### src/rtl/u_d_step_encoder.sv
// Delta-step encoder: walks a shadow of the downstream up/down counter toward an
// accepted target, one u_d/en step per divider tick.
module u_d_step_encoder #(
   parameter int unsigned      WIDTH     = 16,
   parameter logic [WIDTH-1:0] RESET_VAL = {1'b1, {(WIDTH-1){1'b0}}},
   parameter int unsigned      STEP_DIV  = 1
) (
   input  logic             clk,
   input  logic             rstb,
   input  logic [WIDTH-1:0] target,
   input  logic             target_valid,
   output logic             target_ready,
   input  logic             en_in,
   output logic             u_d,
   output logic             en,
   output logic [WIDTH-1:0] shadow,
   output logic             settled
);

   localparam int unsigned DIV_W = (STEP_DIV > 1) ? $clog2(STEP_DIV) : 1;
   localparam logic [DIV_W-1:0] DIV_LAST = DIV_W'(STEP_DIV - 1);

   typedef enum logic [1:0] {
      ST_IDLE    = 2'd0,
      ST_TRACK   = 2'd1,
      ST_SETTLED = 2'd2
   } state_t;

   state_t           state_q, state_d;
   logic [WIDTH-1:0] tgt_q, tgt_d;
   logic [WIDTH-1:0] shadow_q, shadow_d;
   logic [DIV_W-1:0] div_q, div_d;
   logic             en_q, en_d;
   logic             u_d_q, u_d_d;
   logic             settled_q, settled_d;
   logic             ready_q, ready_d;

   logic             accept;
   logic             tick;
   logic             step_up;
   logic [WIDTH-1:0] stepped;

   // State and registered outputs; reset realigns with the counter midpoint
   always_ff @(posedge clk or negedge rstb) begin
      if (!rstb) begin
         state_q   <= ST_IDLE;
         tgt_q     <= RESET_VAL;
         shadow_q  <= RESET_VAL;
         div_q     <= '0;
         en_q      <= 1'b0;
         u_d_q     <= 1'b0;
         settled_q <= 1'b0;
         ready_q   <= 1'b1;
      end else begin
         state_q   <= state_d;
         tgt_q     <= tgt_d;
         shadow_q  <= shadow_d;
         div_q     <= div_d;
         en_q      <= en_d;
         u_d_q     <= u_d_d;
         settled_q <= settled_d;
         ready_q   <= ready_d;
      end
   end

   // Next-state: accept targets when idle/settled, step toward target on ticks
   always_comb begin
      state_d   = state_q;
      tgt_d     = tgt_q;
      shadow_d  = shadow_q;
      div_d     = div_q;
      en_d      = 1'b0;
      u_d_d     = u_d_q;
      settled_d = settled_q;
      accept    = target_valid & ready_q;
      tick      = (div_q == DIV_LAST);
      step_up   = (tgt_q > shadow_q);
      stepped   = shadow_q;

      case (state_q)
         ST_IDLE, ST_SETTLED: begin
            if (accept) begin
               tgt_d = target;
               div_d = '0;
               if (target == shadow_q) begin
                  state_d   = ST_SETTLED;
                  settled_d = 1'b1;
               end else begin
                  state_d   = ST_TRACK;
                  settled_d = 1'b0;
               end
            end
         end
         ST_TRACK: begin
            if (en_in) begin
               if (tick) begin
                  div_d = '0;
                  if (shadow_q != tgt_q) begin
                     // Stepping only toward an in-range target can never wrap
                     stepped  = step_up ? (shadow_q + WIDTH'(1)) : (shadow_q - WIDTH'(1));
                     shadow_d = stepped;
                     en_d     = 1'b1;
                     u_d_d    = step_up;
                     if (stepped == tgt_q) begin
                        state_d   = ST_SETTLED;
                        settled_d = 1'b1;
                     end
                  end
               end else begin
                  div_d = div_q + DIV_W'(1);
               end
            end
         end
         default: begin
            state_d = ST_IDLE;
         end
      endcase

      ready_d = (state_d != ST_TRACK);
   end

   assign target_ready = ready_q;
   assign u_d          = u_d_q;
   assign en           = en_q;
   assign shadow       = shadow_q;
   assign settled      = settled_q;

endmodule

### config.mk
export PLATFORM = sky130hd
export DESIGN_NAME = u_d_step_encoder
export DESIGN_NICKNAME = d
export VERILOG_FILES = /design/src/rtl/u_d_step_encoder.sv
export SDC_FILE = /design/constraint.sdc
export NUM_CORES = 1
export LEC_CHECK = 0
export BUFFER_PORTS_ARGS = -buffer_cell sky130_fd_sc_hd__buf_2
export CELL_PAD_IN_SITES_DETAIL_PLACEMENT = 1
export CELL_PAD_IN_SITES_GLOBAL_PLACEMENT = 1
export CORE_MARGIN = 8
export CORE_UTILIZATION = 40
export DETAILED_ROUTE_END_ITERATION = 10
export PLACE_DENSITY_LB_ADDON = 0.08
export RECOVER_POWER = 25
export SETUP_SLACK_MARGIN = 0.5
export SKIP_LAST_GASP = 1
export SLEW_MARGIN = 10
export SYNTH_ARGS = -nofsm -noshare
export SYNTH_HDL_FRONTEND = slang
export SYNTH_SLANG_ARGS = --single-unit
### constraint.sdc
create_clock -name clk -period 6.94 [get_ports clk]
set_input_delay 0.694 -clock clk [delete_from_list [all_inputs] [get_ports clk]]
set_output_delay 0.694 -clock clk [all_outputs]
set_load 0.05 [all_outputs]
Word level (Yosys, flattened, before mapping) --
Index checks and enable logic that the tools add are counted. W data, S select, Z words.
Word-level totals: flip-flop bits (word level) 39, bits in latches 0, bits in writable memories 0, memory bits (read-only) 0, bits of input ports 20, output and inout bits 20, logic and storage cells 55, memories 0
Cells by class: add/subtract/negate cells 3, $mul 0, divide/modulo/power cells 0, order comparisons 1, equal/unequal tests 11, shift operators 0, mux-type cells 23, bitwise gates (word level) 2, reductions and logical operators 7
Operators by type and width (count):
- $eq A16 B16 Y1 | 2
- $add A16 B1 Y16 const B | 1
- $gt A16 B16 Y1 | 1
- $mux W16 | 1
- $ne A16 B16 Y1 | 1
- $sub A16 B1 Y16 const B | 1
- $mux W1 | 13
- $mux W2 | 6
- $ne A2 B2 Y1 const B | 5
- $reduce_and A6 Y1 | 1
- $pmux W1 S2 | 2
- $pmux W2 S2 | 1
- $reduce_and A4 Y1 | 1
- $reduce_and A3 Y1 | 1
- $eq A2 B1 Y1 const B | 1
- $eq A2 B2 Y1 const B | 1
- $logic_not A2 Y1 | 1
- $ne A2 B1 Y1 const B | 1
- $reduce_and A2 Y1 | 1
- $reduce_bool A2 Y1 | 1
- $reduce_or A2 Y1 | 1
- $add A1 B1 Y1 const B | 1
- $and A1 B1 Y1 | 1
- $not A1 Y1 | 1

Logic depth before layout (Yosys ltp) --
depth in word-level cells 9, depth in mapped cells 18

Worst setup path after synthesis --
No wires, ideal clock.
kind flip-flop to flip-flop, from register shadow_q[15], in the netlist shadow[15], to register settled_q, in the netlist settled, library setup time 0.082 ns, arrival time 4.474 ns, path slack 2.384 ns, cell stages (with the launch flop) 17, buffers on the path 0, cell sequence dfstp_2 -> inv_1 -> ha_1 -> nand4_1 -> nor4_1 -> a211o_1 -> nand2_1 -> fa_1 -> a21o_4 -> a311o_2 -> a31oi_4 -> xor2_1 -> a221oi_2 -> nand4_2 -> nor4_4 -> nand4_1 -> a31oi_1
Between the ends: cells in the longest elaborated chain, start to end 5, elaborated cells on any way between the ends 13, classes of those cells add/sub (2); order compare (1); eq/ne (5); mux (4); reduce/logical (1)
Ends and longest elaborated chain:
- from (decl) | line 31 | logic [WIDTH-1:0] shadow_q, shadow_d;
- from (signal assigned) | line 57 | shadow_q <= shadow_d;
- $sub A16 B1 Y16, or another cell as far along | line 100 | stepped = step_up ? (shadow_q + WIDTH'(1)) : (shadow_q - WIDTH'(1));
- $mux W16 | line 100
- $eq A16 B16 Y1 | line 104 | if (stepped == tgt_q) begin
- $ne A2 B2 Y1 (no source line)
- $reduce_and A6 Y1 (no source line)
- to (signal assigned) | line 61 | settled_q <= settled_d;
- to (decl) | line 35 | logic settled_q, settled_d;
Several ways; a longest one is shown, not always the timed one. The select of a mux whose other input is x is not followed. A chain may end at the register's enable or synchronous reset.

Worst setup path in the final report --
Ends and elaborated chain as after synthesis.

==> summary.md <==
| Metric | Value |
|---|---|
| Outcome | complete, but fails checks |
| Violated checks | max-capacitance violations, max-slew violations |
| Die Height | 105 um |
| Setup TNS | 0 ns |
| Final Hold Viols | 0 |
| Clk root buf | clkbuf_8 |
| Clk buf depth | 2 |
| Slowest stage delay, CP | between 0.6 and 0.7 ns |
| DR WL/cell | 19.4 um |
| Fillers | between 900 and 1,000 |
| Num CTS Buffers | 5 |
| Post-Syn Instances | 333 |
| Routed vias/inst | 5.55 |
| Asr flop ratio synth | 100% |
| DR DRC count | 0 |
| Worst Path Buf+Inv | 1 |
| CTS resizes | 0 |
| YS warnings | 0 |
| CTS tree | yes |
| CP Capture Type | flip-flop |
| Initial antenna violation count | 0 |
| Hold Slack | approximately 0.53 ns |
| Port bufs | 39 |
| Largest net degree at the start of global routing | 39 |
| Clk slew on worst S/H paths | 0.08 ns |
| Total gr overflow | 0 |
| Ports | 40 |
| Initial Utilization | 41.2% |
| Min Clock Period, post-route | between 5 and 6 ns |
| Crit path launch type | flip-flop |
| Layout cells sized above 1 | 23.8% |
| Final Max Slew Viols | 39 |
| Most used cell, CP | nand4_1 |
| Starting DRT DRC Count | 102 |
| Syn avg cell area | 9.50 um2 |
| Post-synth EDFFs | 0 |
| Most used DFF post-synth | dfrtp_1 |
| CTS H-tree depth | 2 |
| CP arrival | around 5.3 ns |
| Crit path max-delay cell type | fa_1 |
| # Max-Cap Violations | 1 |
| Area of the multi-input gates | 2050 um2 |
| Number of diodes | 0 |
| Tcrit/Tclk final | approximately 74% |
| Final setup fails | 0 |
| Gr usage total | 17.1% |
| Worst Setup Path Type | reg2reg |
| Die width | 105 um |
| Dpl hpwl | 7390 um |
| Synth Register Bits | 38 |
| Mapped Nets | 384 |
| Clock skew | 0.00887 ns |
| Netlist Area Pre-Place | 3160 um2 |
| Clock Sinks | 38 |
| CP delay by family, top | simple AND/OR/NAND/NOR gates |
| Total Wirelength | 9160 um |
| Core area | 7690 um2 |
| Post-synthesis sequential area ratio | 30.2% |
| Hold Crit Class | reg2reg |
| Worst-margin pin slew | 2.18 ns |
| GP Congestion | about 0.83 |
| Final nets | between 400 and 500 |
| First-pass GRT wire length | around 15,000 um |
| DR vias | 2,618 |
| First-pass DRT Iterations | 4 |
| Yosys cell types | around 60 |
| Post-DRT Antenna Nets | 0 |
| Hold buffers post-CTS | 0 |
| Postcts setup bufs | 0 |
| Slew headroom | -45.5% |
| Clk Latency, worst-skew pair | 0.29 ns |
| Die area | 11,000 um2 |
| Rows | 32 |
| Critical Path Fanout Max | 16 |
| Cell Chain, Critical Path | inv_1 > ha_1 > nand4_1 > nor4_1 > a211o_1 > nand2_1 > fa_1 > a21o_4 > a311o_2 > a31oi_4 > xor2_1 > a221oi_2 > nand4_2 > nor4_4 > nand4_1 > a31oi_1 |
| Number of global-route vias before repair | 2,781 |
| CP required | roughly 7 ns |
| Syn-to-layout area delta | 12.2% |
| Max Clk Rate | 0.196 GHz |
| Reg area | 955 um2 |
| RSZ-0062 raised after global routing | no |
## worst paths after layout
path                            start  slack, ns        end  cells after the start
min reg2reg                  tgt_q[0]       0.53   tgt_q[0]                      1
max                        shadow[15]       1.84    settled                     16
max in group asynchronous        rstb       4.66  tgt_q[13]                      1
max reg2reg                shadow[15]       1.84    settled                     16
min                          tgt_q[0]       0.53   tgt_q[0]                      1
min in group asynchronous        rstb       1.03  shadow[3]                      1
## flip-flops by register name, indices dropped and copies added (netlist names)
name and cells:
tgt_q 16, settled 1, state_q 2, en 1
u_d 1, target_ready 1, shadow 16
## cell usage after synthesis, types with 2 or more instances
cell type,count,share of area [%]
clkbuf_1,3,0.36
a21oi_1,13,2.1
o21ai_1,2,0.32
ha_1,30,12
buf_6,2,0.71
nor2_1,14,1.7
nand3_1,4,0.63
dfrtp_1,35,28
a21o_1,5,1.2
or3_1,2,0.40
nand2_1,36,4.3
dfstp_2,3,2.5
a221oi_2,2,0.95
a32oi_1,2,0.55
mux2_2,19,6.8
nor4_1,4,0.79
a221o_1,2,0.63
xnor2_1,40,11
nand4_1,9,1.8
and2_1,2,0.40
nor3_1,6,0.95
o211ai_1,3,0.71
o21ai_0,21,3.3
inv_1,21,2.5
a21o_4,2,0.95
o21a_1,2,0.47
and3_1,2,0.40
buf_2,2,0.32
a31oi_1,2,0.40
xor2_1,10,2.8
o2111ai_1,2,0.55
clkbuf_8,2,0.87
## metal layers
layer,GRT usage [%],part of all wire (%),vias to the layer above
met2,27.8,47,47
li1,-,-,1260
met3,2.89,3.5,10
met1,22.6,47,1301
met5,0,0,-
met4,5.61,2.0,0
## cells in the final DEF, fill, tap and decap left out, types with 3 or more instances in the layout
cell type  instances
nand3_1            4
buf_2             38
a21oi_1           13
xor2_1            10
a21o_1             5
ha_1              30
dfstp_2            3
dfrtp_1           35
nor2_1            14
nor3_1             6
o21ai_0           21
xnor2_1           40
nor4_1             4
mux2_2            19
nand4_1            9
o211ai_1           3
clkbuf_8           6
nand2_1           36
inv_1             21
## kinds of logic (layout without fill, tap and decap cells)
family	Yosys count	in the layout	share of synthesized area (%)
buffers and inverters	31	68	4.98
xor gates and xnor gates	50	50	13.8
adders and majority gates	31	31	12.5
DFF	38	38	30.2
AOI/OAI and AO/OA	70	70	15.9
and+or+nand+nor	93	93	15.5
muxes	20	20	7.08
## cell type report
cell class | count | area share (%)
clock buffer | 6 | 2.33
clock inverter | 2 | 1.69
inverter | 21 | 2.22
multi-input combinational | 264 | 57.8
sequential | 38 | 26.9
tap | 102 | 3.60
timing repair buffer | 39 | 5.46
## through the flow
step | util [%] | instances | instance area, um2 | worst slack, ns
after detailed placement | 44.3 | 464 | 3410 | 1.93
final | 46.2 | 472 | 3550 | 1.84
after global routing | 46.2 | 472 | 3550 | 1.47
after floorplan | - | 333 | 3160 | 2.38
after CTS | 46.2 | 472 | 3550 | 1.88
after global placement | 44.3 | 464 | 3410 | 2.11
Power is not shown: default switching activity piles up to over one toggle a cycle in this logic, so the estimate is an artifact.
